==> config.mk <==
export PLATFORM = sky130hd
export DESIGN_NAME = decode_sequencer
export DESIGN_NICKNAME = d
export VERILOG_FILES = /design/src/rtl/decode_sequencer.sv
export SDC_FILE = /design/constraint.sdc
export NUM_CORES = 1
export LEC_CHECK = 0
export BUFFER_PORTS_ARGS = -buffer_cell sky130_fd_sc_hd__buf_2
export CORE_UTILIZATION = 35
export CTS_CLUSTER_DIAMETER = 120
export CTS_CLUSTER_SIZE = 14
export DETAILED_ROUTE_END_ITERATION = 10
export GPL_TIMING_DRIVEN = 0
export PLACE_DENSITY = 0.61
export REMOVE_ABC_BUFFERS = 1
export SLEW_MARGIN = 10
export SYNTH_ARGS = -nofsm -noshare
export SYNTH_HDL_FRONTEND = slang
export SYNTH_SLANG_ARGS = --single-unit
==> constraint.sdc <==
create_clock -name clock -period 4.5 [get_ports clock]
set_clock_uncertainty 0.1 [all_clocks]
set_input_delay 0.225 -clock clock [delete_from_list [all_inputs] [get_ports clock]]
set_output_delay 0.225 -clock clock [all_outputs]
set_load 0.02 [all_outputs]
==> src/rtl/decode_sequencer.sv <==
// Multi-cycle decode/execute sequencer in front of a 16x16 register file: IDLE -> READ -> EXEC -> WB.
// Optional status flags are built only when the STATUS_FLAGS_EN macro is defined.
module decode_sequencer #(
  parameter int ZERO_REG_PROTECT = 1
) (
  input  logic        clock,
  input  logic        reset,
  input  logic [15:0] instr_in,
  input  logic        instr_valid,
  output logic        instr_ready,
  output logic [3:0]  Reg1,
  output logic [3:0]  Reg2,
  input  logic [15:0] ReadData1,
  input  logic [15:0] ReadData2,
  output logic [15:0] WriteData,
  output logic        regwrite,
  output logic        busy,
  output logic        illegal_op,
  output logic [3:0]  flags
);

  localparam int DATA_W = 16;

  typedef enum logic [1:0] {IDLE, READ, EXEC, WB} state_t;

  state_t              state;
  logic [3:0]          op_p0;
  logic [3:0]          sh_p0;
  logic [DATA_W-1:0]   a_p1;
  logic [DATA_W-1:0]   b_p1;
  logic [DATA_W-1:0]   result_p2;
  logic                accept;

  function automatic logic [DATA_W-1:0] alu_f(
    input logic [3:0]        op,
    input logic [DATA_W-1:0] a,
    input logic [DATA_W-1:0] b,
    input logic [3:0]        sh
  );
    logic [DATA_W-1:0] r;
    case (op)
      4'd0:    r = a + b;
      4'd1:    r = a - b;
      4'd2:    r = a & b;
      4'd3:    r = a | b;
      4'd4:    r = a ^ b;
      4'd5:    r = a << sh;
      4'd6:    r = a >> sh;
      4'd7:    r = b;
      default: r = '0;
    endcase
    return r;
  endfunction

  assign instr_ready = (state == IDLE);
  assign busy        = (state != IDLE);
  assign accept      = instr_ready && instr_valid;
  assign result_p2   = alu_f(op_p0, a_p1, b_p1, sh_p0);

  // Stage 0: instruction latched at accept; stage 1: operands captured at end of READ
  always_ff @(posedge clock) begin
    if (accept) begin
      op_p0 <= instr_in[15:12];
      sh_p0 <= instr_in[3:0];
    end
    if (state == READ) begin
      a_p1 <= ReadData1;
      b_p1 <= ReadData2;
    end
  end

  always_ff @(posedge clock) begin
    if (!reset) begin
      state      <= IDLE;
      Reg1       <= '0;
      Reg2       <= '0;
      WriteData  <= '0;
      regwrite   <= 1'b0;
      illegal_op <= 1'b0;
    end else begin
      case (state)
        IDLE: begin
          if (instr_valid) begin
            Reg1  <= instr_in[11:8];
            Reg2  <= instr_in[7:4];
            state <= READ;
          end
        end
        READ: state <= EXEC;
        EXEC: begin
          // Opcodes 8..F carry op[3]=1: flag and drop without a writeback cycle
          if (op_p0[3]) begin
            illegal_op <= 1'b1;
            state      <= IDLE;
          end else begin
            WriteData <= result_p2;
            regwrite  <= !((ZERO_REG_PROTECT != 0) && (Reg1 == 4'd0));
            state     <= WB;
          end
        end
        WB: begin
          regwrite <= 1'b0;
          state    <= IDLE;
        end
        default: state <= IDLE;
      endcase
    end
  end

`ifdef STATUS_FLAGS_EN
  function automatic logic [3:0] flags_f(
    input logic [3:0]        op,
    input logic [DATA_W-1:0] a,
    input logic [DATA_W-1:0] b,
    input logic [DATA_W-1:0] r
  );
    logic [DATA_W:0] sum;
    logic            c;
    logic            v;
    sum = {1'b0, a} + {1'b0, b};
    c   = 1'b0;
    v   = 1'b0;
    if (op == 4'd0) begin
      c = sum[DATA_W];
      v = (a[DATA_W-1] == b[DATA_W-1]) && (r[DATA_W-1] != a[DATA_W-1]);
    end else if (op == 4'd1) begin
      c = (a >= b);
      v = (a[DATA_W-1] != b[DATA_W-1]) && (r[DATA_W-1] != a[DATA_W-1]);
    end
    return {(r == '0), r[DATA_W-1], c, v};
  endfunction

  // Stage 2: flags follow the result of legal ops only
  always_ff @(posedge clock) begin
    if (!reset)
      flags <= 4'b0000;
    else if (state == EXEC && !op_p0[3])
      flags <= flags_f(op_p0, a_p1, b_p1, result_p2);
  end
`else
  assign flags = 4'b0000;
`endif

endmodule
==> flow_metrics.tcl <==
set metrics [dict create \
    ant_nets 0 \
    comb_power_share_pct 24.7 \
    io_pins 83 \
    tightest_slew_ns 1.18 \
    r2r_setup_slack_ns 0.49 \
    crit_fanout 18 \
    die_h_um 130 \
    netlist_area_sq_mm 0.00573 \
    synth_edf_count 40 \
    h-tree-depth 3 \
    setup_ws_ns 0.492 \
    avgSynthCellArea_sq_um 9.29 \
    root_buffer "clkbuf_16" \
    totalWireLength_mm 18.4 \
    switchingPower_mw 0.634 \
    fp.dieW_um 130 \
    vias 5386 \
    whs_path_depth 3 \
    r2r_end "WriteData[14]" \
    synth_top_area_share_pct 21.0 \
    hold_start "instr_in[6]" \
    clkSlewWorstSetupHoldPaths_ns 0.06 \
    placedInstanceArea_sq_mm 0.00639 \
    netlist_instances 617 \
    intPower_mw 1.49 \
    drive_gt1_share_pct 19.3 \
    insertedDiodeCount 0 \
    outcome "completed" \
    critical_path_class "flop to flop" \
    fin_tns_setup_ns 0 \
    grt_pass1_vias 5068 \
    nets 820 \
    max_freq_ghz 0.250 \
    core_sq_mm 0.0159 \
    r2r-start "op_p0[3]" \
    synth_area_leaders "edfxtp_1, ha_1, dfxtp_1, mux4_2, a21oi_1" \
    switching_share_pct 29.8 \
    report.final.hold_viol_count 0 \
    ys_seq_area_share_pct 30.7 \
    drc_errors 0 \
    drt-initial-drc-count 605 \
    synthFlopType "edfxtp_1" \
    start_kind "flop" \
    detail_route.first_pass.iterations 5 \
    syn2layout_area_growth_pct 24.7 \
    fillerInstances 1573 \
    rsz0062_at_grt "no" \
    grt-ovfl-total 0 \
    initial_core_util_pct 36.0 \
    rr_worst_depth 9 \
    peakVddDrop_mv 0.173 \
    hp-class "input pin to flop" \
    whs_endpoint "Reg2[2]" \
    clockPowerShare_pct 39.3 \
    cts_tree "built" \
    slew_viol_final 0 \
    endpoint_kind "flop" \
    finalCritPeriodShare_pct 89.1 \
    yosysTopAreaCell "edfxtp_1" \
    dp.final_hpwl_mm 13.7 \
    fin_area_sq_mm 0.00715 \
    post_cts_buffers 0 \
    gp_congestion 0.940 \
    clock_latency_ns 0.35 \
    async_reset_ff_share_pct 0 \
    yosysWarningCount 0 \
    drv_cap 0 \
    required_ns 4.68 \
    numCtsBuffers 9 \
    dieArea_sq_mm 0.0169 \
    antenna_found_initial 0 \
    p_per_area_mw_per_mm2 297 \
    num_rows 46 \
    numPortBuffers 78 \
    place_ws_ns 0.143 \
    ys_seq_elements 68 \
    leakagePower_nw 2.92 \
    cts_buffer_depth 2 \
    cts.sinks 68 \
    postLayoutCoreUtil_pct 44.9 \
    finalSetupViolCount 0 \
    wire_per_inst_um 19.6 \
    timing.slew.headroom_pct 21.0 \
    critPathArrivalTime_ns 4.19 \
    pwr-share-seq_pct 36.0 \
    synth_cell_type_count 77 \
    grt_pass1_wl_mm 28.3 \
    grt_use_total_pct 22.4 \
    viasPerCell 5.72 \
    post-route-min-period_ns 4.01 \
    grt_max_degree 32 \
]
stage by stage:
stage,hold WS (ns),power [mW],instances
floorplan,0.224,1.09,583
global placement,0.302,1.23,877
detailed placement,0.303,1.26,885
CTS,0.0207,2.13,941
global route,0.0348,2.22,941
finish,0.0220,2.13,941
worst max-delay path by stage:
stage                        start            end  slack [ns]  cells past startpoint
after floorplan           op_p0[3]  WriteData[14]        0.94                      9
after global placement    op_p0[3]  WriteData[14]        0.16                      9
after detailed placement  op_p0[3]  WriteData[14]        0.14                      9
after CTS                 op_p0[3]  WriteData[14]        0.11                      9
after global routing      op_p0[3]  WriteData[14]        0.22                      9
final                     op_p0[3]  WriteData[14]        0.49                      9
sequential cells by signal, summed over array words and instances (netlist names):
signal,count
Reg1,4
Reg2,4
WriteData,16
a_p1,16
b_p1,16
illegal_op,1
op_p0,4
regwrite,1
sh_p0,4
state,2
critical path, cell delays in order (launching register included):
cell	delay (ns)
edfxtp_1	0.72
nor4b_4	0.82
mux2_2	0.46
fa_1	0.47
nor2b_1	0.20
o2111ai_1	0.22
a211oi_1	0.38
nor4_1	0.09
or3_1	0.35
a21oi_1	0.14
timing repair:
item                                   4_1_cts  5_1_grt
gates resized for setup                      0        0
endpoints found under the hold margin       40        0
hold buffers                                40        0
cells in the final DEF (no fill, tap or decap), types with 13 or more instances in the layout:
master         Yosys  routed
a22oi_1           13      13
xnor2_1           17      17
a21oi_1           42      42
dlygate4sd3_1      0      40
mux2i_1           20      20
buf_2             11      78
ha_1              48      48
nand2_1           45      45
inv_1             39      39
edfxtp_1          40      40
dfxtp_1           28      28
o21ai_0           36      36
a31oi_1           14      14
nor3_1            19      19
mux4_2            13      13
nor2_1            37      37
a211oi_1          13      13
cell type report:
class                      count  area, sq um  share of cell area (%)
multi-input combinational    475         3650                    51.1
sequential                    68         1760                    24.6
timing repair buffer         126          966                    13.5
tap                          216          270                    3.78
clock buffer                  10          239                    3.34
inverter                      40          150                    2.10
clock inverter                 6          110                    1.54
metal layers:
layer	wire length, um	vias to the layer above	global-route usage [%]
met5	0	-	0
met4	551	0	9.44
met3	1530	35	4.72
met2	8410	253	34.9
met1	7900	2566	30.1
li1	-	2532	-
Yosys cell counts (all sizes together) (17+ instances only):
master / number
buf: 23
mux2i: 20
nor3: 20
inv: 39
o21ai: 41
xnor2: 17
a21oi: 42
edfxtp: 40
nand2: 45
ha: 48
nor2: 37
dfxtp: 28
kinds of logic after synthesis:
logic type,Yosys count,synth area share (%)
xor+xnor,22,3.36
simple gates,157,14.9
fa+ha+maj,49,10.8
buf+inv,77,6.13
mux,47,11.6
compound gates,196,22.4
other cells,1,0.0654
flops,68,30.7
power groups by stage:
| stage | clock, mW | sequential, mW | combinational, mW |
|---|---|---|---|
| 3_5_place_dp | 0 | 0.776 | 0.487 |
| 3_3_place_gp | 0 | 0.795 | 0.435 |
| 2_1_floorplan | 0 | 0.784 | 0.304 |
| 6_report | 0.835 | 0.765 | 0.525 |
| 5_1_grt | 0.879 | 0.770 | 0.570 |
| 4_1_cts | 0.850 | 0.763 | 0.517 |
(Power assumes the default switching activity.)
